===== config.mk =====
export PLATFORM = sky130hd
export DESIGN_NAME = bridge_rx_burst
export DESIGN_NICKNAME = d
export VERILOG_FILES = /design/src/rtl/bridge_pkg.sv /design/src/rtl/bridge_rx_burst.sv
export SDC_FILE = /design/constraint.sdc
export NUM_CORES = 1
export LEC_CHECK = 0
export CAP_MARGIN = 5
export CORE_MARGIN = 1.5
export CORE_UTILIZATION = 36
export DETAILED_ROUTE_END_ITERATION = 10
export GPL_TIMING_DRIVEN = 0
export PLACE_DENSITY = 0.59
export RECOVER_POWER = 50
export SYNTH_ARGS = -nofsm -noshare
export SYNTH_HDL_FRONTEND = slang
export SYNTH_SLANG_ARGS = --single-unit

===== constraint.sdc =====
create_clock -name clk -period 3.1 [get_ports clk]
set_clock_uncertainty 0.05 [all_clocks]
set_input_delay 0.465 -clock clk [delete_from_list [all_inputs] [get_ports clk]]
set_output_delay 0.465 -clock clk [all_outputs]
set_load 0.05 [all_outputs]

===== src/rtl/bridge_pkg.sv =====
// Shared definitions for the ASCII-hex UART bridge: FSM states, command characters
// and hex-digit helpers used by both receive and transmit sides.
package bridge_pkg;

    typedef enum logic [2:0] {
        S_IDLE,
        S_GET_ADDR,
        S_GET_DATA,
        S_GET_CNT,
        S_GET_TERM,
        S_EMIT,
        S_BURST
    } state_t;

    typedef enum logic [1:0] {
        K_READ,
        K_WRITE,
        K_BURST
    } kind_t;

    localparam logic [7:0] CH_R = 8'h52;
    localparam logic [7:0] CH_W = 8'h57;
    localparam logic [7:0] CH_B = 8'h42;
    localparam logic [7:0] CR   = 8'h0D;
    localparam logic [7:0] LF   = 8'h0A;

    function automatic logic is_ascii_hex(input logic [7:0] c, input logic lowercase_ok);
        logic dig;
        logic upper;
        logic lower;
        dig   = (c >= 8'h30) && (c <= 8'h39);
        upper = (c >= 8'h41) && (c <= 8'h46);
        lower = (c >= 8'h61) && (c <= 8'h66);
        return dig || upper || (lowercase_ok && lower);
    endfunction

    // Assumes c already passed is_ascii_hex; digits, 'A'-'F' and 'a'-'f' all map to 0-15.
    function automatic logic [3:0] from_ascii_hex(input logic [7:0] c);
        logic [7:0] v;
        if (c <= 8'h39)      v = c - 8'h30;
        else if (c <= 8'h46) v = c - 8'h37;
        else                 v = c - 8'h57;
        return v[3:0];
    endfunction

endpackage


===== src/rtl/bridge_rx_burst.sv =====
// ASCII-hex command parser: R/W/B commands from uart_rx turned into bus transactions,
// with backpressure, burst reads, inter-byte timeout and error counting.
module bridge_rx_burst #(
    parameter int unsigned ADDR_DIGITS    = 4,
    parameter int unsigned DATA_DIGITS    = 4,
    parameter int unsigned TIMEOUT_CYCLES = 0,
    parameter int unsigned LOWERCASE_OK   = 1,
    parameter int unsigned BURST_EN       = 1
) (
    input  logic                       clk,
    input  logic                       rst_n,
    input  logic [7:0]                 data_i,
    input  logic                       valid_i,
    output logic [4*ADDR_DIGITS-1:0]   addr_o,
    output logic [4*DATA_DIGITS-1:0]   data_o,
    output logic                       rw_o,
    output logic                       valid_o,
    input  logic                       ready_i,
    output logic                       busy_o,
    output logic                       err_o,
    output logic [7:0]                 err_cnt_o
);
    import bridge_pkg::*;

    localparam int unsigned ADDR_W  = 4 * ADDR_DIGITS;
    localparam int unsigned DATA_W  = 4 * DATA_DIGITS;
    localparam int unsigned MAX_DIG = (ADDR_DIGITS > DATA_DIGITS)
                                    ? ((ADDR_DIGITS > 2) ? ADDR_DIGITS : 2)
                                    : ((DATA_DIGITS > 2) ? DATA_DIGITS : 2);
    localparam int unsigned DIG_W   = $clog2(MAX_DIG + 1);
    localparam int unsigned TMO_W   = 32;

    state_t              state_q, state_d;
    kind_t               kind_q, kind_d;
    logic [DIG_W-1:0]    dig_q, dig_d;
    logic [ADDR_W-1:0]   addr_q, addr_d;
    logic [DATA_W-1:0]   data_q, data_d;
    logic [7:0]          cnt_q, cnt_d;
    logic [TMO_W-1:0]    tmo_q, tmo_d;
    logic                err_d;

    logic                valid_d, busy_d, rw_d;
    logic [ADDR_W-1:0]   addr_out_d;
    logic [DATA_W-1:0]   data_out_d;

    logic                xfer;
    logic                in_get;
    logic                tmo_hit;
    logic                hex;
    logic [3:0]          nib;
    logic                is_start;
    logic                last_dig;

    assign xfer    = valid_o && ready_i;
    assign in_get  = (state_q == S_GET_ADDR) || (state_q == S_GET_DATA)
                  || (state_q == S_GET_CNT)  || (state_q == S_GET_TERM);
    // A byte in the same cycle as expiry wins over the timeout.
    assign tmo_hit = (TIMEOUT_CYCLES != 0) && in_get && !valid_i
                  && (tmo_q == TMO_W'(TIMEOUT_CYCLES - 1));
    assign hex     = is_ascii_hex(data_i, LOWERCASE_OK != 0);
    assign nib     = from_ascii_hex(data_i);
    assign is_start = (data_i == CH_R) || (data_i == CH_W)
                   || ((BURST_EN != 0) && (data_i == CH_B));
    assign last_dig = ((state_q == S_GET_ADDR) && (dig_q == DIG_W'(ADDR_DIGITS - 1)))
                   || ((state_q == S_GET_DATA) && (dig_q == DIG_W'(DATA_DIGITS - 1)))
                   || ((state_q == S_GET_CNT)  && (dig_q == DIG_W'(1)));

    // State and datapath registers
    always_ff @(posedge clk or negedge rst_n) begin
        if (!rst_n) begin
            state_q <= S_IDLE;
            kind_q  <= K_READ;
            dig_q   <= '0;
            addr_q  <= '0;
            data_q  <= '0;
            cnt_q   <= '0;
            tmo_q   <= '0;
        end else begin
            state_q <= state_d;
            kind_q  <= kind_d;
            dig_q   <= dig_d;
            addr_q  <= addr_d;
            data_q  <= data_d;
            cnt_q   <= cnt_d;
            tmo_q   <= tmo_d;
        end
    end

    // Next-state and datapath update
    always_comb begin
        state_d = state_q;
        kind_d  = kind_q;
        dig_d   = dig_q;
        addr_d  = addr_q;
        data_d  = data_q;
        cnt_d   = cnt_q;
        err_d   = 1'b0;
        tmo_d   = (valid_i || !in_get) ? '0 : tmo_q + TMO_W'(1);

        unique case (state_q)
            S_IDLE: begin
                if (valid_i && is_start) begin
                    state_d = S_GET_ADDR;
                    kind_d  = (data_i == CH_R) ? K_READ
                            : (data_i == CH_W) ? K_WRITE : K_BURST;
                    dig_d   = '0;
                    addr_d  = '0;
                    data_d  = '0;
                    cnt_d   = '0;
                end
            end
            S_GET_ADDR, S_GET_DATA, S_GET_CNT: begin
                if (tmo_hit || (valid_i && !hex)) begin
                    state_d = S_IDLE;
                    err_d   = 1'b1;
                end else if (valid_i) begin
                    dig_d = dig_q + DIG_W'(1);
                    if (state_q == S_GET_ADDR)      addr_d = ADDR_W'({addr_q, nib});
                    else if (state_q == S_GET_DATA) data_d = DATA_W'({data_q, nib});
                    else                            cnt_d  = {cnt_q[3:0], nib};
                    if (last_dig) begin
                        dig_d = '0;
                        if (state_q == S_GET_ADDR && kind_q == K_WRITE)      state_d = S_GET_DATA;
                        else if (state_q == S_GET_ADDR && kind_q == K_BURST) state_d = S_GET_CNT;
                        else                                                 state_d = S_GET_TERM;
                    end
                end
            end
            S_GET_TERM: begin
                if (valid_i) begin
                    if (data_i == CR || data_i == LF) begin
                        if (kind_q != K_BURST)  state_d = S_EMIT;
                        else if (cnt_q == 8'd0) state_d = S_IDLE;
                        else                    state_d = S_BURST;
                    end else begin
                        state_d = S_IDLE;
                        err_d   = 1'b1;
                    end
                end else if (tmo_hit) begin
                    state_d = S_IDLE;
                    err_d   = 1'b1;
                end
            end
            S_EMIT: begin
                if (xfer)    state_d = S_IDLE;
                if (valid_i) err_d   = 1'b1;
            end
            S_BURST: begin
                if (xfer) begin
                    addr_d = addr_q + ADDR_W'(1);
                    cnt_d  = cnt_q - 8'd1;
                    if (cnt_q == 8'd1) state_d = S_IDLE;
                end
                if (valid_i) err_d = 1'b1;
            end
            default: state_d = S_IDLE;
        endcase
    end

    // Output decode from next state; bus fields forced to 0 when not valid
    always_comb begin
        valid_d    = (state_d == S_EMIT) || (state_d == S_BURST);
        busy_d     = (state_d != S_IDLE);
        rw_d       = valid_d && (state_d == S_EMIT) && (kind_d == K_WRITE);
        addr_out_d = valid_d ? addr_d : '0;
        data_out_d = rw_d ? data_d : '0;
    end

    // Registered outputs and saturating error counter
    always_ff @(posedge clk or negedge rst_n) begin
        if (!rst_n) begin
            valid_o   <= 1'b0;
            busy_o    <= 1'b0;
            rw_o      <= 1'b0;
            addr_o    <= '0;
            data_o    <= '0;
            err_o     <= 1'b0;
            err_cnt_o <= '0;
        end else begin
            valid_o <= valid_d;
            busy_o  <= busy_d;
            rw_o    <= rw_d;
            addr_o  <= addr_out_d;
            data_o  <= data_out_d;
            err_o   <= err_d;
            if (err_d && err_cnt_o != 8'hFF) err_cnt_o <= err_cnt_o + 8'd1;
        end
    end

endmodule


==> flow_metrics.tcl <==
set metrics [dict create \
    drive_above_1_share_pct 11.4 \
    grt_pass1_vias 3461 \
    hold_buffers 0 \
    io_buffers 52 \
    violations "max-capacitance violations, max-slew violations" \
    gp_congestion 0.949 \
    yosysWarnings 0 \
    p_int_uw 1930 \
    fp-row-count 41 \
    post-route-period-util_pct 94.4 \
    clk_pin_slew_worst_paths_ns 0.07 \
    cts_buffers 9 \
    hpwl_mm 8.10 \
    dieArea_um2 13900 \
    worstMarginPinSlew_ns 1.85 \
    syn_inst 474 \
    p_switching_uw 613 \
    nets 564 \
    ir_worst_vdd_uv 254 \
    p_clk_share_pct 44.4 \
    diodes 0 \
    syn_nets 497 \
    max-cap-violations 1 \
    hold_violations 0 \
    overflow 0 \
    ys_ff_latch 92 \
    setup_viol 0 \
    cpPeakStageDelay_ns 0.63 \
    initial_core_util_pct 37.3 \
    synth_top_area_cell "dfrtp_1" \
    via_per_inst 5.39 \
    powerDensity_nw_per_um2 432 \
    post-route-util_pct 46.1 \
    core-area_um2 12800 \
    post-place-cells 699 \
    drt_iter0_markers 301 \
    worstPathArrival_ns 3.07 \
    rr_startpoint "cnt_q[0]" \
    maxSlewHeadroom_pct -23.6 \
    cp-startpoint "cnt_q[0]" \
    synthFlopType "dfrtp_1" \
    endpoint_kind "flop" \
    syn_to_final_growth_pct 23.5 \
    routed_wl_mm 11.2 \
    ioPinCount 56 \
    dieHeight_um 118 \
    grt_antenna_before_repair 0 \
    drt-pass1-iter-count 5 \
    layout_common_cells "dfrtp_1 (92), nor2_1 (36), clkdlybuf4s50_1 (29)" \
    worstSetupPathType "reg -> reg" \
    swShare_pct 24.1 \
    clk_root_buffer_cell "clkbuf_16" \
    die_w_um 118 \
    cts_buffer_depth 2 \
    grt_max_degree 59 \
    final_cells 718 \
    fin_crit_ns 2.93 \
    cp.required_ns 3.25 \
    vias 3870 \
    cts_sinks 92 \
    postRouteAntennaNets 0 \
    syn_area_um2 4770 \
    power_frac_comb_pct 7.0 \
    grtUsageTotal_pct 15.9 \
    crit_path_top_delay_cell "nor3b_1" \
    worstHoldPathType "in -> reg" \
    insertion_delay_ns 0.34 \
    outcome "finished, violations left" \
    drv_slew 36 \
    drc 0 \
    leakage_uw 0.00261 \
    synthArstFlopShare_pct 100 \
    grt_pass1_wl_mm 17.9 \
    synth_edf_count 0 \
    wl_per_cell_um 15.6 \
    pwr-share-seq_pct 48.6 \
    synth.avg_cell_area_um2 10.1 \
    crit_chain "inv_1 -> ha_1 -> nor3b_1 -> and3_1 -> o211a_1 -> o221a_1 -> buf_6 -> clkbuf_1 -> nand3_1" \
    seq_area_frac_synth_pct 48.3 \
    hp-start "data_i[2]" \
    yosysTopAreaCellShare_pct 48.3 \
    synthTopCellsByArea "dfrtp_1 (48%), nor2_1 (2.9%), ha_1 (2.9%)" \
    start_kind "flop" \
    crit_fanout 10 \
    place_area_um2 5530 \
    cts_max_level 3 \
    final_cell_area_um2 5890 \
    synth_cell_type_count 65 \
    final_common_cell "dfrtp_1" \
    fmax_mhz 342 \
    cts_tree "done" \
]
[per-stage QoR]
step / hold WS (ns) / worst slack (ns) / power, µW / setup TNS (ns)
final: 0.433 / 0.175 / 2540 / 0
after global routing: 0.463 / -0.0294 / 2640 / -0.184
after CTS: 0.0384 / 0.0392 / 2570 / 0
after detailed placement: 0.403 / -0.518 / 1440 / -12.21
after global placement: 0.427 / -1.88 / 1430 / -182.70
after floorplan: 0.119 / 0.656 / 1360 / 0
[critical path, delay by kind of cell, from the launching register on]
family / cells / cell delay, ns
buf+inv: 3 / 0.69
flops: 1 / 0.46
simple gates: 3 / 1.05
compound gates: 2 / 0.34
fa+ha+maj: 1 / 0.20
[sequential cells by signal, indices dropped and copies added (netlist names), 2 cells and up]
name and cells:
cnt_q 8, err_cnt_o 8, addr_q 16, addr_o 16, kind_q 2, data_o 16, state_q 3, dig_q 3
data_q 16
[power groups by stage]
stage | Sequential [µW] | Clock [µW] | Combinational [µW]
after floorplan | 1270 | 0 | 87.0
after global placement | 1260 | 0 | 174
after detailed placement | 1260 | 0 | 179
after CTS | 1240 | 1150 | 181
after global routing | 1240 | 1200 | 198
final | 1240 | 1130 | 179
[cell type report]
cell class              instances  area (µm²)
repair buffers                 56         544
inverters                      26         103
clock inverters                 6        68.8
fillers                      1172        6880
multi-input cells             335        2300
clock buffers                  10         239
flip-flops and latches         92        2300
well taps                     172         215
plain buffers                  21         118
[Yosys cell counts (3+ instances only)]
cell       n
a221oi_1   5
nor4_1     6
o21ai_0   26
nand4_1   14
nor3_1    20
and3_1     9
o21bai_1   3
a31oi_1    5
nor2_1    37
a211oi_1   6
xor2_1     4
o22ai_1    5
mux2_2     6
a22oi_1    4
dfrtp_1   92
nand3_1   23
nand3b_1   3
a211o_1    5
mux2i_1    6
buf_2      7
inv_1     25
a32oi_1    4
nand2_1   28
a22o_1     6
a21o_1     3
a21oi_1   15
buf_6      4
nor3_2     5
nand2b_1   6
o211ai_1   4
clkbuf_1  10
o31ai_1    3
ha_1      11
nor3b_1    3
a311oi_1   3
nor2b_1   16
xnor2_1    8
[logic make-up after synthesis]
family / synth area share, %
simple gates: 21.0
fa+ha+maj: 2.89
mux: 2.68
flops: 48.3
buf+inv: 4.62
xor+xnor: 2.55
compound gates: 18.0
[routing by layer]
metal | vias up | GRT usage [%] | wire [µm]
met5 | - | 0 | 0
met4 | 0 | 6.78 | 184
met3 | 12 | 2.33 | 433
met2 | 98 | 23.5 | 5100
met1 | 1884 | 23.1 | 5490
li1 | 1876 | - | -
[repair_timing]
item / in CTS / in global routing
pin swaps: 0 / 1
gates resized for setup: 1 / 7
buffers inserted: 0 / 3
setup endpoints to repair: 9 / 25
cloned: 0 / 0
[worst paths after layout]
kind	endpoint	slack, ns	cells after the start
max in group asynchronous	addr_o[8]	0.71	2
min reg2reg	data_q[15]	0.44	2
min	kind_q[0]	0.43	3
min in group asynchronous	err_cnt_o[0]	0.56	1
max	busy_o	0.17	9
max reg2reg	busy_o	0.17	9
No activity file was read; power rests on OpenSTA's default activity.
